**config.mk**
```make
export PLATFORM = sky130hd
export DESIGN_NAME = puzzle_dealer_flat
export DESIGN_NICKNAME = d
export VERILOG_FILES = /design/src/rtl/puzzle_dealer_if.sv /design/src/rtl/puzzle_dealer.sv /design/src/flat_wrapper.sv
export SDC_FILE = /design/constraint.sdc
export NUM_CORES = 1
export LEC_CHECK = 0
export CORE_MARGIN = 2
export CORE_UTILIZATION = 49
export CTS_CLUSTER_SIZE = 16
export DETAILED_ROUTE_END_ITERATION = 8
export PLACE_DENSITY = 0.86
export SYNTH_ARGS = -nofsm -noshare
export SYNTH_HDL_FRONTEND = slang
export SYNTH_SLANG_ARGS = --single-unit
```
**constraint.sdc**
```tcl
create_clock -name clk -period 2.2 [get_ports clk]
set_input_delay 0.66 -clock clk [delete_from_list [all_inputs] [get_ports clk]]
set_output_delay 0.66 -clock clk [all_outputs]
set_load 0.03 [all_outputs]
```
**src/rtl/puzzle_dealer_if.sv**
```systemverilog
// Bus between the game FSM / solvable-set table and the puzzle dealer.
interface puzzle_dealer_if;
  logic       deal_req;
  logic       seed_load;
  logic [7:0] seed;
  logic [3:0] set_index;
  logic [9:0] set_num1;
  logic [9:0] set_num2;
  logic [9:0] set_num3;
  logic [9:0] set_num4;
  logic [9:0] card0;
  logic [9:0] card1;
  logic [9:0] card2;
  logic [9:0] card3;
  logic       deal_valid;
  logic       busy;
  logic [7:0] round;

  // Requester side: game FSM plus the table it owns.
  modport master (
    output deal_req, seed_load, seed, set_num1, set_num2, set_num3, set_num4,
    input  set_index, card0, card1, card2, card3, deal_valid, busy, round
  );

  // Dealer side.
  modport slave (
    input  deal_req, seed_load, seed, set_num1, set_num2, set_num3, set_num4,
    output set_index, card0, card1, card2, card3, deal_valid, busy, round
  );
endinterface

```
**src/rtl/puzzle_dealer.sv**
```systemverilog
// Puzzle dealer: picks a pseudo-random table index avoiding the two most
// recent puzzles, waits one cycle for the table, then latches rotated cards.
module puzzle_dealer (
  input  logic            clk,
  input  logic            rst,
  puzzle_dealer_if.slave  bus
);

  typedef enum logic [1:0] {IDLE, PICK, FETCH, LATCH} state_t;

  localparam logic [7:0] SEED_DEFAULT = 8'hA5;

  state_t     state_q, state_d;
  logic [7:0] lfsr_q, lfsr_d;
  logic [3:0] set_index_q, set_index_d;
  logic [1:0] rot_q, rot_d;
  logic [2:0] retry_q, retry_d;
  logic [3:0] h0_q, h0_d, h1_q, h1_d;
  logic       h0_v_q, h0_v_d, h1_v_q, h1_v_d;
  logic [9:0] card_q [4];
  logic [9:0] card_d [4];
  logic       deal_valid_q, deal_valid_d;
  logic       busy_q, busy_d;
  logic [7:0] round_q, round_d;

  logic [9:0] set_num [4];
  logic [3:0] cand;
  logic       hist_hit;

  assign set_num[0] = bus.set_num1;
  assign set_num[1] = bus.set_num2;
  assign set_num[2] = bus.set_num3;
  assign set_num[3] = bus.set_num4;

  // Candidate comes straight from the live LFSR; a hit means it repeats a recent puzzle.
  assign cand     = lfsr_q[3:0];
  assign hist_hit = (h0_v_q && (h0_q == cand)) || (h1_v_q && (h1_q == cand));

  // Next-state logic for the FSM, LFSR, history and outputs.
  always_comb begin
    state_d      = state_q;
    set_index_d  = set_index_q;
    rot_d        = rot_q;
    retry_d      = retry_q;
    h0_d         = h0_q;
    h1_d         = h1_q;
    h0_v_d       = h0_v_q;
    h1_v_d       = h1_v_q;
    round_d      = round_q;
    deal_valid_d = 1'b0;
    for (int k = 0; k < 4; k++) card_d[k] = card_q[k];

    // The LFSR runs freely in every state; a seed load overrides one step.
    if (bus.seed_load)
      lfsr_d = (bus.seed == 8'h00) ? SEED_DEFAULT : bus.seed;
    else
      lfsr_d = {lfsr_q[6:0], lfsr_q[7] ^ lfsr_q[5] ^ lfsr_q[4] ^ lfsr_q[3]};

    case (state_q)
      IDLE: begin
        if (bus.deal_req) state_d = PICK;
      end
      PICK: begin
        // After seven rejections the candidate is taken anyway to bound latency.
        if (!hist_hit || (retry_q == 3'd7)) begin
          set_index_d = cand;
          rot_d       = lfsr_q[5:4];
          retry_d     = 3'd0;
          state_d     = FETCH;
        end else begin
          retry_d = retry_q + 3'd1;
        end
      end
      FETCH: begin
        state_d = LATCH;
      end
      LATCH: begin
        for (int k = 0; k < 4; k++) card_d[k] = set_num[2'(k) + rot_q];
        h1_d         = h0_q;
        h1_v_d       = h0_v_q;
        h0_d         = set_index_q;
        h0_v_d       = 1'b1;
        round_d      = (round_q == 8'hFF) ? round_q : round_q + 8'd1;
        deal_valid_d = 1'b1;
        state_d      = IDLE;
      end
      default: state_d = IDLE;
    endcase

    busy_d = (state_d != IDLE);
  end

  // All state registers, with synchronous reset to the idle/cleared values.
  always_ff @(posedge clk) begin
    if (rst) begin
      state_q      <= IDLE;
      lfsr_q       <= SEED_DEFAULT;
      set_index_q  <= 4'd0;
      rot_q        <= 2'd0;
      retry_q      <= 3'd0;
      h0_q         <= 4'd0;
      h1_q         <= 4'd0;
      h0_v_q       <= 1'b0;
      h1_v_q       <= 1'b0;
      deal_valid_q <= 1'b0;
      busy_q       <= 1'b0;
      round_q      <= 8'd0;
      for (int k = 0; k < 4; k++) card_q[k] <= 10'd0;
    end else begin
      state_q      <= state_d;
      lfsr_q       <= lfsr_d;
      set_index_q  <= set_index_d;
      rot_q        <= rot_d;
      retry_q      <= retry_d;
      h0_q         <= h0_d;
      h1_q         <= h1_d;
      h0_v_q       <= h0_v_d;
      h1_v_q       <= h1_v_d;
      deal_valid_q <= deal_valid_d;
      busy_q       <= busy_d;
      round_q      <= round_d;
      for (int k = 0; k < 4; k++) card_q[k] <= card_d[k];
    end
  end

  assign bus.set_index  = set_index_q;
  assign bus.card0      = card_q[0];
  assign bus.card1      = card_q[1];
  assign bus.card2      = card_q[2];
  assign bus.card3      = card_q[3];
  assign bus.deal_valid = deal_valid_q;
  assign bus.busy       = busy_q;
  assign bus.round      = round_q;

endmodule

```
**src/flat_wrapper.sv**
```systemverilog
// flat-port wrapper written by rule: the top's interface ports become plain ports
module puzzle_dealer_flat 
  (clk, rst, bus_deal_req, bus_seed_load, bus_seed, bus_set_num1, bus_set_num2, bus_set_num3, bus_set_num4, bus_set_index, bus_card0, bus_card1, bus_card2, bus_card3, bus_deal_valid, bus_busy, bus_round);
  puzzle_dealer_if bus_i ();
  input  logic clk;
  input  logic rst;
  input wire logic [$bits(bus_i.deal_req)-1:0] bus_deal_req;
  input wire logic [$bits(bus_i.seed_load)-1:0] bus_seed_load;
  input wire logic [$bits(bus_i.seed)-1:0] bus_seed;
  input wire logic [$bits(bus_i.set_num1)-1:0] bus_set_num1;
  input wire logic [$bits(bus_i.set_num2)-1:0] bus_set_num2;
  input wire logic [$bits(bus_i.set_num3)-1:0] bus_set_num3;
  input wire logic [$bits(bus_i.set_num4)-1:0] bus_set_num4;
  output wire logic [$bits(bus_i.set_index)-1:0] bus_set_index;
  output wire logic [$bits(bus_i.card0)-1:0] bus_card0;
  output wire logic [$bits(bus_i.card1)-1:0] bus_card1;
  output wire logic [$bits(bus_i.card2)-1:0] bus_card2;
  output wire logic [$bits(bus_i.card3)-1:0] bus_card3;
  output wire logic [$bits(bus_i.deal_valid)-1:0] bus_deal_valid;
  output wire logic [$bits(bus_i.busy)-1:0] bus_busy;
  output wire logic [$bits(bus_i.round)-1:0] bus_round;
  assign bus_i.deal_req = bus_deal_req;
  assign bus_i.seed_load = bus_seed_load;
  assign bus_i.seed = bus_seed;
  assign bus_i.set_num1 = bus_set_num1;
  assign bus_i.set_num2 = bus_set_num2;
  assign bus_i.set_num3 = bus_set_num3;
  assign bus_i.set_num4 = bus_set_num4;
  assign bus_set_index = bus_i.set_index;
  assign bus_card0 = bus_i.card0;
  assign bus_card1 = bus_i.card1;
  assign bus_card2 = bus_i.card2;
  assign bus_card3 = bus_i.card3;
  assign bus_deal_valid = bus_i.deal_valid;
  assign bus_busy = bus_i.busy;
  assign bus_round = bus_i.round;
  puzzle_dealer u_core (.clk(clk), .rst(rst), .bus(bus_i));
endmodule
```
* Word-level counts from Yosys, hierarchy flattened
Memory sizes are Yosys's and may differ from the RTL's.
Cells that the tools add are included.
** Cells by class
- Add/sub/neg operators :: 5
- Order comparisons :: 4
- Equal/unequal tests :: 7
- Multiplexer cells :: 27
- Bitwise gates (word level) :: 12
- Reductions and logical operators :: 10
** Operator list (number)
- $mux 10 :: 12
- $bmux 10 s2 :: 4
- $mux 40 :: 1
- $mux 8 :: 2
- $ge 3x3->1 const B :: 4
- $not 2->3 :: 4
- $add 8x1->8 const B :: 1
- $eq 4x4->1 :: 2
- $eq 8x8->1 const B :: 1
- $logic_not 8->1 :: 1
- $pmux 2 s4 :: 1
- $add 2x2->2 const A :: 2
- $eq 2x2->1 const B :: 2
- $mux 1 :: 4
- $mux 2 :: 2
- $or 1x1->1 :: 4
- $reduce_and 2->1 :: 2
- $add 3x1->3 const B :: 1
- $eq 3x3->1 const B :: 1
- $mux 3 :: 1
- $xor 1x1->1 :: 3
- $add 1x2->2 const A :: 1
- $eq 2x1->1 const B :: 1
- $logic_and 1x1->1 :: 2
- other kinds (5) :: 6
** Storage, ports and cells
- Register bits :: 39
- RAM bits :: 40
- Output and inout bits :: 54
- Word-level logic and storage cells :: 78
- Memories :: 1
** Memories
- u_core.card_q :: depth 4, bits a word 10, rd ports 4, clocked after Yosys merged registers in 0, write ports 4, RTL line puzzle_dealer.sv:20 : logic [9:0] card_q [4];

* Depth between registers and ports, before layout
Gate-level depths: netlist of run 1.
- Word-level depth :: 8
- Depth in mapped cells :: 6

* Least setup slack after synthesis of run 1
Ideal clock, no wire load.
- Path kind :: register to register
- From :: register u_core.round_q[0] (netlist: u_core.bus.round[0])
- To :: register u_core.round_q[6] (netlist: u_core.bus.round[6])
- Library setup time :: 125 ps
- Arrival :: 1665 ps
- Data required time :: 2075 ps
- Setup slack :: 410 ps
- Cell stages (with the launch flop) :: 7
- Path buffers :: 0
- Clock period less this slack :: 1790 ps
- Cell sequence :: dfxtp_1 > ha_1 > and4_1 > a21oi_1 > nand4_1 > xnor2_1 > nor2b_1
** On the way
- Cells in the longest elaborated chain, start to end :: 3
** RTL lines
- from (decl) :: RTL line puzzle_dealer.sv:24 : logic [7:0] round_q, round_d;
- from (signal assigned) :: RTL line puzzle_dealer.sv:121 : round_q <= round_d;
- branches (longest 3 deep; another with $add 8x1->8)
Several ways; the timed one is not identified.
A chain may end at the register's enable or synchronous reset.

* Worst setup path after layout of run 1
- From :: register u_core.round_q[6] (netlist: u_core.bus.round[6])
- To :: output bus_round[6]
** RTL lines
- to (decl) :: RTL line flat_wrapper.sv:21 : output wire logic [$bits(bus_i.round)-1:0] bus_round;
No word-level cell between the ends.

==> Implementation_results.wiki, run 1 <==
{| class="wikitable"
! Metric !! Value
|-
| Sequential share of power || 44.2%
|-
| Clock tree from TritonCTS || built
|-
| Maximum count of clock buffers along a single path || 2
|-
| First-pass GRT wire length || 15600 um
|-
| Area taken by flip-flops and latches || 1580 sq um
|-
| Startpoint type of the worst setup path || flop
|-
| Number of fill cells in the layout || 616
|-
| Critical path start-end classification || flop to primary output
|-
| Proportion of total power due to net switching || 23.8%
|-
| Run status || complete, no violations
|-
| Number of DRC violations after detailed routing || 0
|-
| Clk root buf || clkbuf_8
|-
| Critical path capture point type || primary output
|-
| Register clock-pin slew on the reported worst setup and hold paths || 0.07 ns
|-
| Die W || 94.2 um
|-
| Number of placed I/O pins || 106
|-
| Cts bufs inserted || 9
|-
| Highest-delay cell along the critical path || clkdlybuf4s50_1
|-
| Insertion delay to the later sink of the worst-skew pair || 0.35 ns
|-
| Total wirelength of the detailed-routed design || 9630 um
|-
| Detail Placement HPWL || 7030 um
|-
| RSZ-0062 raised after global routing || no
|-
| Diodes inserted || 0
|-
| Netlist area before placement || 3980 sq um
|-
| # Post-CTS Setup Buffers || 0
|-
| Crit share post-route || 96.3%
|-
| Post-Syn Instances || 404
|-
| Sink count of the clock tree || 79
|-
| Share of the synthesized area in the top cell type || 39.7%
|-
| Crit path setup slack, layout || 0.0810 ns
|-
| Area growth, synth to finish || 35.8%
|-
| Worst-margin pin slew || 0.603 ns
|-
| Overall Global Routing Usage || 22.8%
|-
| I/O Buffers || 105
|-
| Net count after synthesis || 459
|-
| Maximum Capacitance Violations || 0
|-
| Share of async-settable or async-resettable flops after synthesis || 0%
|-
| Relative contribution of combinational cells to total power || 16.4%
|-
| Leading cell type by number of instances after synthesis || nand2_1
|-
| Die outline height || 94.2 um
|-
| RD Place Congestion || 0.838
|-
| Dominant cells by area after synthesis || dfxtp_1, mux4_2, nand2_1, a21oi_1, mux2i_1
|-
| Slew headroom || 59.8%
|-
| Dominant cell type by area after synthesis || dfxtp_1
|-
| Number of nets in the finished design || 552
|-
| Maximum number of pins on one net before global-route repair || 51
|-
| Number of violations reported at the end of detailed-routing iteration 0 || 88
|-
| Final number of max-transition violations || 0
|-
| Part of the power in the clock network || 39.4%
|-
| Required time reported for the critical path endpoint || 1.54 ns
|-
| Commonest cells in the netlist || nand2_1, dfxtp_1, a21oi_1
|-
| Vias per inst || 5.64
|-
| Effective utilization at floorplan || 51.0%
|-
| Number of distinct library cells after synthesis || 33
|-
| Sequential area share after synthesis || 39.7%
|-
| Routed Antenna Nets || 0
|-
| Vias in the first global route || 3332
|-
| Worst Setup Slack post-DPL || 0.0326 ns
|-
| Arrival time of the worst setup path || 1.46 ns
|-
| Antenna violations before repair || 0
|-
| Post-route minimum period || 2.12 ns
|-
| Final count of negative-setup-slack endpoints || 0
|-
| Number of search-and-repair iterations in the first detailed-routing pass || 4
|-
| Proportion of layout cells with a drive suffix above 1 || 14.3%
|-
| Count of synthesis-stage warnings from yosys || 0
|-
| Setup TNS || 0 ns
|-
| Crit path cell chain || clkdlybuf4s50_1
|-
| Final setup skew || 0.00995 ns
|-
| Cell family with the largest share of critical-path delay || buffers and inverters
|-
| Synthesized area per cell || 9.86 sq um
|-
| Highest Clock Rate || 472 MHz
|-
| Top flip-flop cell by instance count after synthesis || dfxtp_1
|-
| Register bit count reported by yosys || 79
|-
| Total buffers and inverters traversed by the critical path || 1
|-
| Global-route congestion overflow total || 0
|-
| Leakage power || 1.80 nW
|-
| Cell Int Power || 2.60 mW
|-
| Maximum resistive drop on vdd || 459 uV
|-
| Number of H-tree branching levels || 3
|-
| Routed via count || 3409
|-
| Footprint of the multi-input gates || 2270 sq um
|-
| Sw Pwr || 0.813 mW
|-
| Hold violation count in the final report || 0
|-
| Delay of the slowest cell on the worst path || 0.71 ns
|-
| Placement row count || 32
|-
| Placeable Area || 7810 sq um
|-
| Largest fanout on the critical path || 5
|-
| Ratio of total power to cell area || 631 nW/um^2
|-
| Min-delay worst type || flop to flop
|-
| Die area || 8870 sq um
|-
| Number of flops mapped to enable cells by yosys || 0
|-
| Wire length per cell || 15.9 um
|}
stage by stage:
stage / std cells / hold WS (ns) / utilization (%) / instance area (sq um) / total power [mW]
final: 604 / 0.456 / 69.2 / 5410 / 3.41
after global routing: 604 / 0.477 / 69.2 / 5410 / 3.54
after CTS: 604 / 0.457 / 69.2 / 5400 / 3.44
after detailed placement: 588 / 0.445 / 65.9 / 5150 / 2.10
after global placement: 588 / 0.438 / 65.9 / 5150 / 2.09
after floorplan: 404 / 0.431 / - / 3980 / 1.88
layout by cell type (no fill, tap or decap), types with 4 or more instances in the layout:
cell             count
mux4_2              40
nand4_1              4
clkdlybuf4s50_1    103
a21oi_1             54
clkbuf_8            11
mux2i_1             11
xnor2_1             11
o22ai_1              4
dfxtp_1             77
buf_12               5
nand2_1            102
xor2_1               5
nor2_1              14
nand2b_1            16
flip-flops by register name (all words and copies together) (netlist names), 2 cells and up:
name / cells
u_core.bus.round: 8
u_core.bus.set_index: 4
u_core.card_q: 40
u_core.h0_q: 4
u_core.h1_q: 4
u_core.lfsr_q: 8
u_core.retry_q: 3
u_core.rot_q: 2
u_core.state_q: 2
worst reg2reg max path, stage by stage, from the launching register on:
cell     delay (ns)
dfxtp_1        0.34
ha_1           0.22
ha_1           0.21
nor4b_2        0.56
nor3_4         0.17
o21ba_1        0.22
kinds of logic (layout without fill, tap and decap cells):
logic type / Yosys count / after routing / synth area share [%]
AO/OA/AOI/OAI: 69 / 69 / 9.33
XOR/XNOR: 16 / 16 / 3.52
adder cells (fa/ha/maj): 3 / 3 / 0.943
buffers and inverters: 31 / 129 / 3.42
flip-flops: 79 / 79 / 39.7
multiplexers: 51 / 51 / 25.4
AND/OR/NAND/NOR: 155 / 155 / 17.7
worst paths after layout:
check                                    startpoint             endpoint  slack, ns  cells after the start
worst max register to register    u_core.retry_q[0]    u_core.state_q[1]       0.38                      5
worst max-delay path            u_core.bus.round[6]         bus_round[6]       0.08                      1
worst min register to register  u_core.card_q[2][5]  u_core.card_q[2][5]       0.46                      2
worst min-delay path            u_core.card_q[2][5]  u_core.card_q[2][5]       0.46                      2
final cells by class:
cell class / count / area share (%)
flip-flops and latches: 79 / 29.3
well taps: 102 / 2.36
clock buffers: 11 / 2.80
clock inverters: 5 / 1.92
multi-input cells: 294 / 42.0
repair buffers: 113 / 21.7
power by group through the flow:
stage | Clock [mW] | Sequential [mW] | Combinational (mW)
after floorplan | 0 | 1.58 | 0.298
after global placement | 0 | 1.54 | 0.546
after detailed placement | 0 | 1.54 | 0.561
after CTS | 1.37 | 1.51 | 0.563
after global routing | 1.42 | 1.51 | 0.599
final | 1.34 | 1.51 | 0.559
routing by layer:
metal  wire (um)  global-route usage, %  part of all wire (%)  vias to the layer above
met5           0                      0                     0                        -
met4         187                   7.73                   1.9                        0
met3         714                   8.03                   7.4                       16
met2        4900                   39.5                    51                      105
met1        3840                   26.0                    40                     1662
li1            -                      -                     -                     1626
timing repair:
| item | 4_1_cts | 5_1_grt |
|---|---|---|
| gates resized for setup | 0 | 1 |
| hold buffers | 0 | 0 |
| setup endpoints to repair | 0 | 1 |
Power figures use the tool's default switching activity.
==> inputs of run 2 (changes only) <==
--- a/config.mk
+++ b/config.mk
@@ -6,10 +6,11 @@
 export NUM_CORES = 1
 export LEC_CHECK = 0
 export CORE_MARGIN = 2
-export CORE_UTILIZATION = 49
-export CTS_CLUSTER_SIZE = 16
+export CORE_UTILIZATION = 60
+export CTS_CLUSTER_SIZE = 12
 export DETAILED_ROUTE_END_ITERATION = 8
-export PLACE_DENSITY = 0.86
+export DONT_BUFFER_PORTS = 1
+export PLACE_DENSITY = 0.81
 export SYNTH_ARGS = -nofsm -noshare
 export SYNTH_HDL_FRONTEND = slang
 export SYNTH_SLANG_ARGS = --single-unit
==> Implementation_results.wiki, run 2 (same netlist as run 1, synthesis figures left out) <==
{| class="wikitable"
! Metric !! Value
|-
| Slew headroom || 62.4%
|-
| Worst Setup Slack post-DPL || 0.423 ns
|-
| Startpoint type of the worst setup path || flop
|-
| Vias in the first global route || 2955
|-
| Crit path setup slack, layout || 0.423 ns
|-
| Launching instance or port of the critical path || u_core.retry_q[0]
|-
| Number of flip-flops under the largest register name || 40
|-
| Number of search-and-repair iterations in the first detailed-routing pass || 4
|-
| Maximum count of clock buffers along a single path || 2
|-
| Clk root buf || clkbuf_8
|-
| Die W || 85.5 um
|-
| Diodes inserted || 0
|-
| First-pass GRT wire length || 14000 um
|-
| Commonest cells after routing, fill and taps aside || nand2_1, dfxtp_1, a21oi_1
|-
| Sw Pwr || 0.735 mW
|-
| Arrival time of the worst setup path || 2.02 ns
|-
| Run status || complete, no violations
|-
| Proportion of layout cells with a drive suffix above 1 || 18.4%
|-
| Maximum resistive drop on vdd || 492 uV
|-
| Ratio of total power to cell area || 731 nW/um^2
|-
| Overall Global Routing Usage || 24.3%
|-
| Detail Placement HPWL || 5980 um
|-
| Worst r2r dst || u_core.state_q[1]
|-
| Top register by number of flip-flops || u_core.card_q
|-
| Number of DRC violations after detailed routing || 0
|-
| # Post-CTS Setup Buffers || 0
|-
| Worst-margin pin slew || 0.563 ns
|-
| RD Place Congestion || 0.775
|-
| Post-CTS Hold Buffers || 0
|-
| Cts bufs inserted || 9
|-
| Cell Int Power || 2.42 mW
|-
| Post-route minimum period || 1.78 ns
|-
| Die outline height || 85.5 um
|-
| Number of cell instances on the worst register-to-register path || 5
|-
| I/O Buffers || 0
|-
| Final number of max-transition violations || 0
|-
| Register clock-pin slew on the reported worst setup and hold paths || 0.08 ns
|-
| Global-route congestion overflow total || 0
|-
| Critical path capture point type || flop
|-
| Maximum number of pins on one net before global-route repair || 86
|-
| Required time reported for the critical path endpoint || 2.44 ns
|-
| Sink count of the clock tree || 79
|-
| Final setup skew || 0.00846 ns
|-
| Worst r2r src || u_core.retry_q[0]
|-
| Hold violation count in the final report || 0
|-
| RSZ-0062 raised after global routing || no
|-
| Placement row count || 29
|-
| Fraction of the core area covered by cells at the end of the flow || 67.5%
|-
| Number of placed I/O pins || 106
|-
| Highest Clock Rate || 563 MHz
|-
| Minimum setup slack among reg-to-reg paths || 0.42 ns
|-
| Largest fanout on the critical path || 7
|-
| Smallest hold slack || 0.381 ns
|-
| Final count of negative-setup-slack endpoints || 0
|-
| Number of violations reported at the end of detailed-routing iteration 0 || 178
|-
| Min-delay worst type || primary input to flop
|-
| Leakage power || 1.40 nW
|-
| Vias per inst || 6.26
|-
| Relative contribution of combinational cells to total power || 9.8%
|-
| Area growth, synth to finish || 8.20%
|-
| Most common library cell in the layout ignoring fill and taps || nand2_1
|-
| Number of H-tree branching levels || 3
|-
| Number of fill cells in the layout || 502
|-
| Maximum Capacitance Violations || 0
|-
| Number of nets in the finished design || 452
|-
| Critical path start-end classification || flop to flop
|-
| Part of the power in the clock network || 40.6%
|-
| Die area || 7310 sq um
|-
| Routed Antenna Nets || 0
|-
| Cts repair resizes || 0
|-
| Wire length per cell || 18.1 um
|-
| Crit share post-route || 80.8%
|-
| Antenna violations before repair || 0
|-
| Routed via count || 3000
|-
| Clock tree from TritonCTS || built
|-
| Placeable Area || 6390 sq um
|-
| Footprint of the multi-input gates || 2270 sq um
|-
| Total wirelength of the detailed-routed design || 8690 um
|-
| Area taken by flip-flops and latches || 1580 sq um
|-
| Insertion delay to the later sink of the worst-skew pair || 0.35 ns
|-
| Setup TNS || 0 ns
|-
| Sequential share of power || 49.5%
|-
| Proportion of total power due to net switching || 23.3%
|-
| Termination of the worst setup path || u_core.state_q[1]
|-
| Effective utilization at floorplan || 62.4%
|}
run 2: layer usage:
| layer | global-route usage (%) | vias up | wire (um) |
|---|---|---|---|
| li1 | - | 1411 | - |
| met3 | 8.56 | 18 | 734 |
| met2 | 39.0 | 120 | 4340 |
| met1 | 29.5 | 1451 | 3430 |
| met4 | 11.0 | 0 | 185 |
| met5 | 0 | - | 0 |
run 2: cell type report:
class / instances / share of cell area [%]
Clock inverter: 5 / 2.47
Multi-Input combinational cell: 294 / 52.6
Timing Repair Buffer: 13 / 2.85
Tap cell: 77 / 2.24
Clock buffer: 11 / 3.05
Sequential cell: 79 / 36.8
run 2: metrics by stage:
stage | instance area [sq um] | cells | total power, mW
CTS | 4310 | 479 | 3.18
floorplan | 3980 | 404 | 1.88
detailed placement | 4070 | 463 | 1.91
global placement | 4070 | 463 | 1.90
finish | 4310 | 479 | 3.15
global route | 4310 | 479 | 3.27
run 2: critical path, stage by stage (launching register included):
cell and delay (ns):
dfxtp_1 0.33, ha_1 0.20, ha_1 0.21, nor4b_2 0.56, nor3_4 0.16, o21ba_1 0.22
run 2: power groups by stage:
stage / Clock, mW / Sequential, mW / Combinational, mW
finish: 1.28 / 1.56 / 0.310
global route: 1.36 / 1.57 / 0.338
CTS: 1.31 / 1.56 / 0.313
detailed placement: 0 / 1.59 / 0.311
global placement: 0 / 1.59 / 0.304
floorplan: 0 / 1.58 / 0.298
run 2: worst min-delay path by stage:
| stage | startpoint | to | slack [ns] | cells past startpoint |
|---|---|---|---|---|
| floorplan | u_core.h1_v_q | u_core.h1_v_q | 0.43 | 2 |
| global placement | u_core.retry_q[1] | u_core.retry_q[1] | 0.44 | 2 |
| detailed placement | u_core.lfsr_q[6] | u_core.lfsr_q[7] | 0.45 | 2 |
| CTS | rst | u_core.card_q[2][7] | 0.36 | 1 |
| global route | rst | u_core.h0_q[3] | 0.36 | 1 |
| finish | rst | u_core.bus.round[5] | 0.38 | 1 |
